**src/rtl/ext_col.sv**
```systemverilog
// Column extractor: collects a byte window [i_r_start, i_end) from a row that
// arrives as 16-byte beats and presents it as one 32-byte column on row completion.
module ext_col (
  input  logic         i_clk,
  input  logic         i_rst_n,
  input  logic         i_en,
  input  logic [4:0]   i_r_size,
  input  logic [127:0] i_r_data,
  input  logic [3:0]   i_r_start,
  input  logic [6:0]   i_end,
  output logic         o_en,
  output logic [255:0] o_col_data
);

  logic [4:0]   beat_cnt;
  logic [4:0]   eff_size;
  logic         last_beat;
  logic [255:0] acc;
  logic [255:0] acc_next;

  assign eff_size  = (i_r_size == 5'd0) ? 5'd1 : i_r_size;
  // >= rather than == so an out-of-contract size change mid-row still closes the row.
  assign last_beat = ({1'b0, beat_cnt} + 6'd1) >= {1'b0, eff_size};

  // Walk the column side: accumulator byte k comes from row byte i_r_start+k,
  // which lives in beat (i_r_start+k)/16 at lane (i_r_start+k)%16. Since
  // i_r_start+k <= 46, only beats 0..2 can ever contribute.
  // NOTE: every always_comb output gets a full default first so no latch is inferred.
  always_comb begin
    acc_next = acc;
    for (int k = 0; k < 32; k++) begin
      logic [5:0] pos;
      pos = 6'(i_r_start) + 6'(k);
      if ((beat_cnt == {3'b000, pos[5:4]}) && ({1'b0, pos} < i_end)) begin
        acc_next[8*k +: 8] = i_r_data[{pos[3:0], 3'b000} +: 8];
      end
    end
  end

  // NOTE: state uses non-blocking assignments so all flops update together on the edge.
  // NOTE: the accumulator is reset, not left undefined: unwritten column bytes must read 0.
  always_ff @(posedge i_clk or negedge i_rst_n) begin
    if (!i_rst_n) begin
      beat_cnt   <= '0;
      acc        <= '0;
      o_en       <= 1'b0;
      o_col_data <= '0;
    end else begin
      o_en <= i_en && last_beat;
      if (i_en) begin
        if (last_beat) begin
          o_col_data <= acc_next;
          acc        <= '0;
          beat_cnt   <= '0;
        end else begin
          acc        <= acc_next;
          beat_cnt   <= beat_cnt + 5'd1;
        end
      end
    end
  end

endmodule

```
**config.mk**
```make
export PLATFORM = sky130hd
export DESIGN_NAME = ext_col
export DESIGN_NICKNAME = d
export VERILOG_FILES = /design/src/rtl/ext_col.sv
export SDC_FILE = /design/constraint.sdc
export NUM_CORES = 1
export LEC_CHECK = 0
export CORE_ASPECT_RATIO = 1.75
export CORE_MARGIN = 10
export CORE_UTILIZATION = 37
export DETAILED_ROUTE_END_ITERATION = 8
export GPL_ROUTABILITY_DRIVEN = 0
export SLEW_MARGIN = 25
export SYNTH_ARGS = -nofsm -noshare
export SYNTH_HDL_FRONTEND = slang
export SYNTH_SLANG_ARGS = --single-unit
```
**constraint.sdc**
```tcl
create_clock -name i_clk -period 4.82 [get_ports i_clk]
set_input_delay 0.964 -clock i_clk [delete_from_list [all_inputs] [get_ports i_clk]]
set_output_delay 0.964 -clock i_clk [all_outputs]
set_load 0.01 [all_outputs]
```
==> results_dict.tcl, run 1 <==
set metrics [dict create \
    clk_latency_ns 0.64 \
    ys_async_sr_fraction_pct 100 \
    hold_buffers 0 \
    stdcell_area_sq_um 37800 \
    start_util_pct 37.4 \
    power.density_nw_per_um2 593 \
    post_drt_via_cell_ratio 6.19 \
    num_vias 26100 \
    crit_start "i_r_start[2]" \
    yosys_register_bits 518 \
    cts_buffers 51 \
    path_class "in -> reg" \
    cp_max_fo 11 \
    layout_min_cycle_time_ns 4.22 \
    post-place-ws_ns -0.0326 \
    yosysWarnings 0 \
    drcViolationCount 0 \
    overflow 0 \
    synthesis.nets 3007 \
    setup_viol 0 \
    fillCellCount 7645 \
    path_common_cell "ha_1" \
    clk_pin_slew_ns 0.06 \
    reg2reg_from "beat_cnt[0]" \
    netlist_instances 2762 \
    slew_violations 0 \
    hpwl_um 93200 \
    synth-edff-count 0 \
    gr-usage-all-layers_pct 24.8 \
    htreeDepth 2 \
    path_buf_inv 3 \
    dieWidth_um 238 \
    r2r_end "o_col_data[88]" \
    syn2layout_area_growth_pct 22.7 \
    setup_ws_ns 0.602 \
    clk_path_buf_depth 3 \
    grt_max_degree 163 \
    synth_area_leaders "dfrtp_1, mux4_2, mux2i_1, a22o_1, ha_1" \
    first_pass_iters 7 \
    ff2ff_path_depth 11 \
    cpPeakStageDelay_ns 0.57 \
    yosysTopAreaCell "dfrtp_1" \
    finalPower_w 0.0224 \
    yosys.area.top_type_share_pct 42.1 \
    syn-cell-area_sq_um 30800 \
    required_ns 5.34 \
    cpMaxStageDelayCell "clkdlybuf4s50_1" \
    tns_ns 0 \
    peakVddDrop_mv 0.370 \
    cp-end-kind "register" \
    whs_ns 0.407 \
    num_io_pins 404 \
    grt_first_pass_wirelength_um 179000 \
    ys_types 80 \
    hold_path.class "in -> async" \
    wl_per_cell_um 28.9 \
    root_buffer "clkbuf_16" \
    drt_iter0_markers 2519 \
    cts.sinks 518 \
    synthFlopType "dfrtp_1" \
    start_kind "input port" \
    antenna_found_initial 16 \
    p_leak_nw 16.4 \
    fin_crit_sh_pct 87.5 \
    postPlaceCellArea_sq_um 36100 \
    core_sq_um 82300 \
    worst_pin_slew_ns 1.08 \
    max_freq_mhz 237 \
    cp.depth 12 \
    rows 139 \
    top_layer_used "met5" \
    maxSlewHeadroom_pct 27.0 \
    fin_skew_ns 0.0376 \
    critPathTopFamily "buffers and inverters" \
    ctsResizeCount 0 \
    grt_pass1_vias 26300 \
    drive_gt1_share_pct 13.8 \
    maxCapViolCount 0 \
    fin_nets 3350 \
    crit_chain "clkdlybuf4s50_1 -> ha_1 -> and2_4 -> xnor2_4 -> inv_4 -> ha_1 -> and4_1 -> a211o_1 -> a2111oi_2 -> buf_12 -> mux2_2 -> o21ai_0" \
    die_h_um 401 \
    cts_tree "yes" \
    wl_um 122000 \
    wl_met2_um 56800 \
    crit_arrival_ns 4.73 \
    post_cts_buffers 0 \
    outcome "completed" \
    wl_met1_um 47300 \
    dieArea_sq_um 95500 \
    rsz0062_at_grt "no" \
    syn-mean-instance-area_sq_um 11.1 \
    final-hold-violation-count 0 \
    numPortBuffers 403 \
    ant_nets 0 \
    route.met3.wl_um 11000 \
    seq_area_frac_synth_pct 42.1 \
    regToRegSetupSlack_ns 1.22 \
]
## state kept, by name (all words and copies together) (netlist names)
signal / flops
o_col_data: 256
acc: 256
beat_cnt: 5
o_en: 1
## metal layers
layer | vias to the layer above | global-route usage, %
li1 | 11200 | -
met1 | 13100 | 30.5
met2 | 1444 | 39.7
met3 | 300 | 6.05
met4 | 14 | 12.5
met5 | - | 0
## layout by cell type (no fill, tap or decap), drive strengths merged, types with 45 or more instances in the layout
| cell type | instances |
|---|---|
| buf | 93 |
| o2bb2ai | 63 |
| a221o | 56 |
| clkdlybuf4s50 | 399 |
| mux2 | 45 |
| inv | 77 |
| dfrtp | 518 |
| a22oi | 49 |
| o21ai | 229 |
| clkbuf | 70 |
| nor2 | 196 |
| ha | 98 |
| mux4 | 159 |
| mux2i | 241 |
| nand2 | 248 |
| a21oi | 104 |
| a22o | 201 |
## how the worst max path moves through the flow
| stage | end | slack [ns] |
|---|---|---|
| after floorplan | o_col_data[120] | 0.15 |
| after global placement | o_col_data[143] | 0.02 |
| after detailed placement | o_col_data[141] | -0.03 |
| after CTS | o_col_data[141] | 0.62 |
| after global routing | o_col_data[141] | 0.45 |
| final | o_col_data[141] | 0.60 |
## synthesized netlist by cell type, drive strengths merged, types with 63 or more instances
| library cell | n |
|---|---|
| a22o | 201 |
| nand2 | 248 |
| clkbuf | 80 |
| dfrtp | 518 |
| mux4 | 159 |
| nor2 | 196 |
| a21oi | 104 |
| inv | 74 |
| o2bb2ai | 63 |
| o21ai | 229 |
| ha | 98 |
| buf | 122 |
| mux2i | 241 |
## report_power, final
part	switching, W	internal [W]	leakage [nW]
clock	0.00184	0.00221	0.817
combinational	0.00597	0.00489	8.75
sequential	0.00126	0.00622	6.87
total	0.00906	0.0133	16.4
## cells by family after synthesis
family                     share of synthesized area, %
AOI/OAI and AO/OA                                  19.1
xor gates and xnor gates                           1.10
adders and majority gates                          3.99
buffers and inverters                              4.21
DFF                                                42.1
muxes                                              21.3
and+or+nand+nor                                    8.14
## worst reg2reg max path, stage by stage, from the launching register on
cell and delay (ns):
dfrtp_1 0.34, buf_4 0.31, ha_1 0.29, xor2_1 0.27, ha_1 0.28, o21a_1 0.16, nor2_1 0.27, o311ai_4 0.20
nand2_8 0.15, buf_12 0.39, nor2_1 0.45, a221o_1 0.36
## through the flow
stage,cells,utilization (%)
2_1_floorplan,2762,-
3_3_place_gp,4109,43.8
3_5_place_dp,4109,43.8
4_1_cts,4201,45.9
5_1_grt,4206,45.9
6_report,4208,45.9
## final cells by class
| class | instances | area, sq um | area share (%) |
|---|---|---|---|
| clock buffer | 70 | 1480 | 3.92 |
| antenna | 7 | 17.5 | 0.0464 |
| clock inverter | 22 | 178 | 0.471 |
| inverter | 75 | 285 | 0.756 |
| sequential | 518 | 13000 | 34.3 |
| tap | 1057 | 1320 | 3.50 |
| timing repair buffer | 492 | 4860 | 12.9 |
| multi-input combinational | 1967 | 16600 | 44.1 |
Power figures use the tool's default switching activity.
==> inputs of run 2 (changes only) <==
--- a/config.mk
+++ b/config.mk
@@ -7,7 +7,7 @@
 export LEC_CHECK = 0
 export CORE_ASPECT_RATIO = 1.75
 export CORE_MARGIN = 10
-export CORE_UTILIZATION = 37
+export CORE_UTILIZATION = 40
 export DETAILED_ROUTE_END_ITERATION = 8
 export GPL_ROUTABILITY_DRIVEN = 0
 export SLEW_MARGIN = 25
==> run 2 against run 1 <==
Compared with the run above:
- critical path depth is 1 higher
- final area decreased by 0.39%
- first-iteration DRC count is 8.5% higher
- global-route usage is 1.9 points higher
- maximum frequency grew 3.0%
- sequential share of layout area increased by 0.13 points
- combinational power about the same
- critical path type unchanged
==> results_dict.tcl, run 2 (same netlist as run 1, synthesis figures left out) <==
set metrics [dict create \
    p_clk_share_pct 17.6 \
    post_cts_buffers 0 \
    start_kind "input port" \
    numPortBuffers 403 \
    cp-end-kind "register" \
    grt_max_degree 175 \
    fin_skew_ns 0.0322 \
    final-hold-violation-count 0 \
    seq_power_share_pct 33.5 \
    clk_pin_slew_ns 0.07 \
    slew_violations 0 \
    power.density_nw_per_um2 589 \
    num_io_pins 404 \
    cp_max_fo 11 \
    drive_gt1_share_pct 13.7 \
    die_h_um 387 \
    wl_per_cell_um 29.2 \
    reg_top3 "acc: 256 flops, o_col_data: 256 flops, beat_cnt: 5 flops" \
    core_sq_um 76300 \
    maxSlewHeadroom_pct 33.3 \
    crit_arrival_ns 4.62 \
    setup_viol 0 \
    ctsResizeCount 0 \
    layout_min_cycle_time_ns 4.10 \
    max_freq_mhz 244 \
    final_cell_mix "dfrtp_1, clkdlybuf4s50_1, nand2_1" \
    final_common_cell "dfrtp_1" \
    ant_nets 0 \
    rows 134 \
    maxCapViolCount 0 \
    swShare_pct 40.4 \
    grt_first_pass_wirelength_um 180000 \
    htreeDepth 2 \
    wl_um 122000 \
    clk_path_buf_depth 3 \
    first_pass_iters 8 \
    clk_latency_ns 0.65 \
    start_util_pct 40.3 \
    cts.sinks 518 \
    cts_buffers 48 \
    syn2layout_area_growth_pct 22.2 \
    combPwrFrac_pct 48.9 \
    overflow 0 \
    fin_crit_sh_pct 85.0 \
    dieWidth_um 230 \
    fillCellCount 6849 \
    p_sw_w 0.00896 \
    fin_nets 3352 \
    drcViolationCount 0 \
    outcome "completed" \
    hold_buffers 0 \
    dieArea_sq_um 88800 \
    required_ns 5.35 \
    rsz0062_at_grt "no" \
    post_drt_via_cell_ratio 6.25 \
    cts_tree "yes" \
    drt_iter0_markers 2733 \
    antenna_found_initial 14 \
    hpwl_um 94100 \
    p_int_w 0.0132 \
    worst_pin_slew_ns 1.00 \
    num_vias 26100 \
    tns_ns 0 \
    grt_pass1_vias 26500 \
    hold_path.class "in -> async" \
    path_class "in -> reg" \
    peakVddDrop_mv 0.381 \
    layout.cells.non_filler 4167 \
    p_leak_nw 16.4 \
    root_buffer "clkbuf_16" \
    dp.cells 4076 \
    gr-usage-all-layers_pct 26.6 \
]
[run 2: cell type report]
cell class	instances	area (sq um)	area share [%]
antenna	4	10.0	0.0266
sequential	518	13000	34.5
tap	1020	1280	3.39
multi-input combinational	1967	16600	44.3
inverter	75	285	0.759
clock inverter	18	191	0.509
clock buffer	68	1380	3.66
timing repair buffer	497	4860	12.9
[run 2: worst paths after layout]
| check | startpoint | endpoint | slack, ns | cells past startpoint |
|---|---|---|---|---|
| setup / recovery | i_r_start[2] | acc[123] | 0.72 | 13 |
| hold / removal | i_rst_n | o_col_data[19] | 0.23 | 1 |
| setup reg to reg | beat_cnt[1] | o_col_data[91] | 1.44 | 9 |
| hold reg to reg | o_col_data[170] | o_col_data[170] | 0.48 | 2 |
| max in group asynchronous | i_rst_n | o_col_data[163] | 3.23 | 4 |
| min in group i_clk | o_col_data[170] | o_col_data[170] | 0.48 | 2 |
[run 2: critical path, stage by stage]
cell and delay, ns:
clkdlybuf4s50_1 0.60, inv_2 0.12, ha_1 0.24, a21boi_2 0.17
xnor2_1 0.46, inv_1 0.26, ha_1 0.36, nand3_1 0.08
o22ai_1 0.06, a211oi_1 0.50, buf_4 0.26, o21ai_1 0.21
a22o_1 0.32
[run 2: stage by stage]
| stage | utilization (%) | hold slack (ns) | total power [W] | cell area (sq um) | worst slack, ns |
|---|---|---|---|---|---|
| after floorplan | - | 0.450 | 0.0132 | 30800 | 0.149 |
| after global placement | 47.2 | 0.465 | 0.0180 | 36000 | 0.206 |
| after detailed placement | 47.2 | 0.471 | 0.0182 | 36000 | 0.138 |
| after CTS | 49.2 | 0.486 | 0.0222 | 37600 | 0.796 |
| after global routing | 49.3 | 0.237 | 0.0233 | 37600 | 0.658 |
| final | 49.3 | 0.229 | 0.0222 | 37600 | 0.724 |
[run 2: layer usage]
layer	wire [um]	GRT usage, %
met1	47200	32.7
met2	55700	41.8
met3	10700	6.75
met4	7790	15.5
met5	123	0
[run 2: power by group through the flow]
stage               combinational, W  clock, W  sequential (W)
floorplan                    0.00571         0         0.00753
global placement              0.0106         0         0.00741
detailed placement            0.0108         0         0.00744
CTS                           0.0108   0.00397         0.00742
global route                  0.0116   0.00412         0.00764
finish                        0.0108   0.00390         0.00744
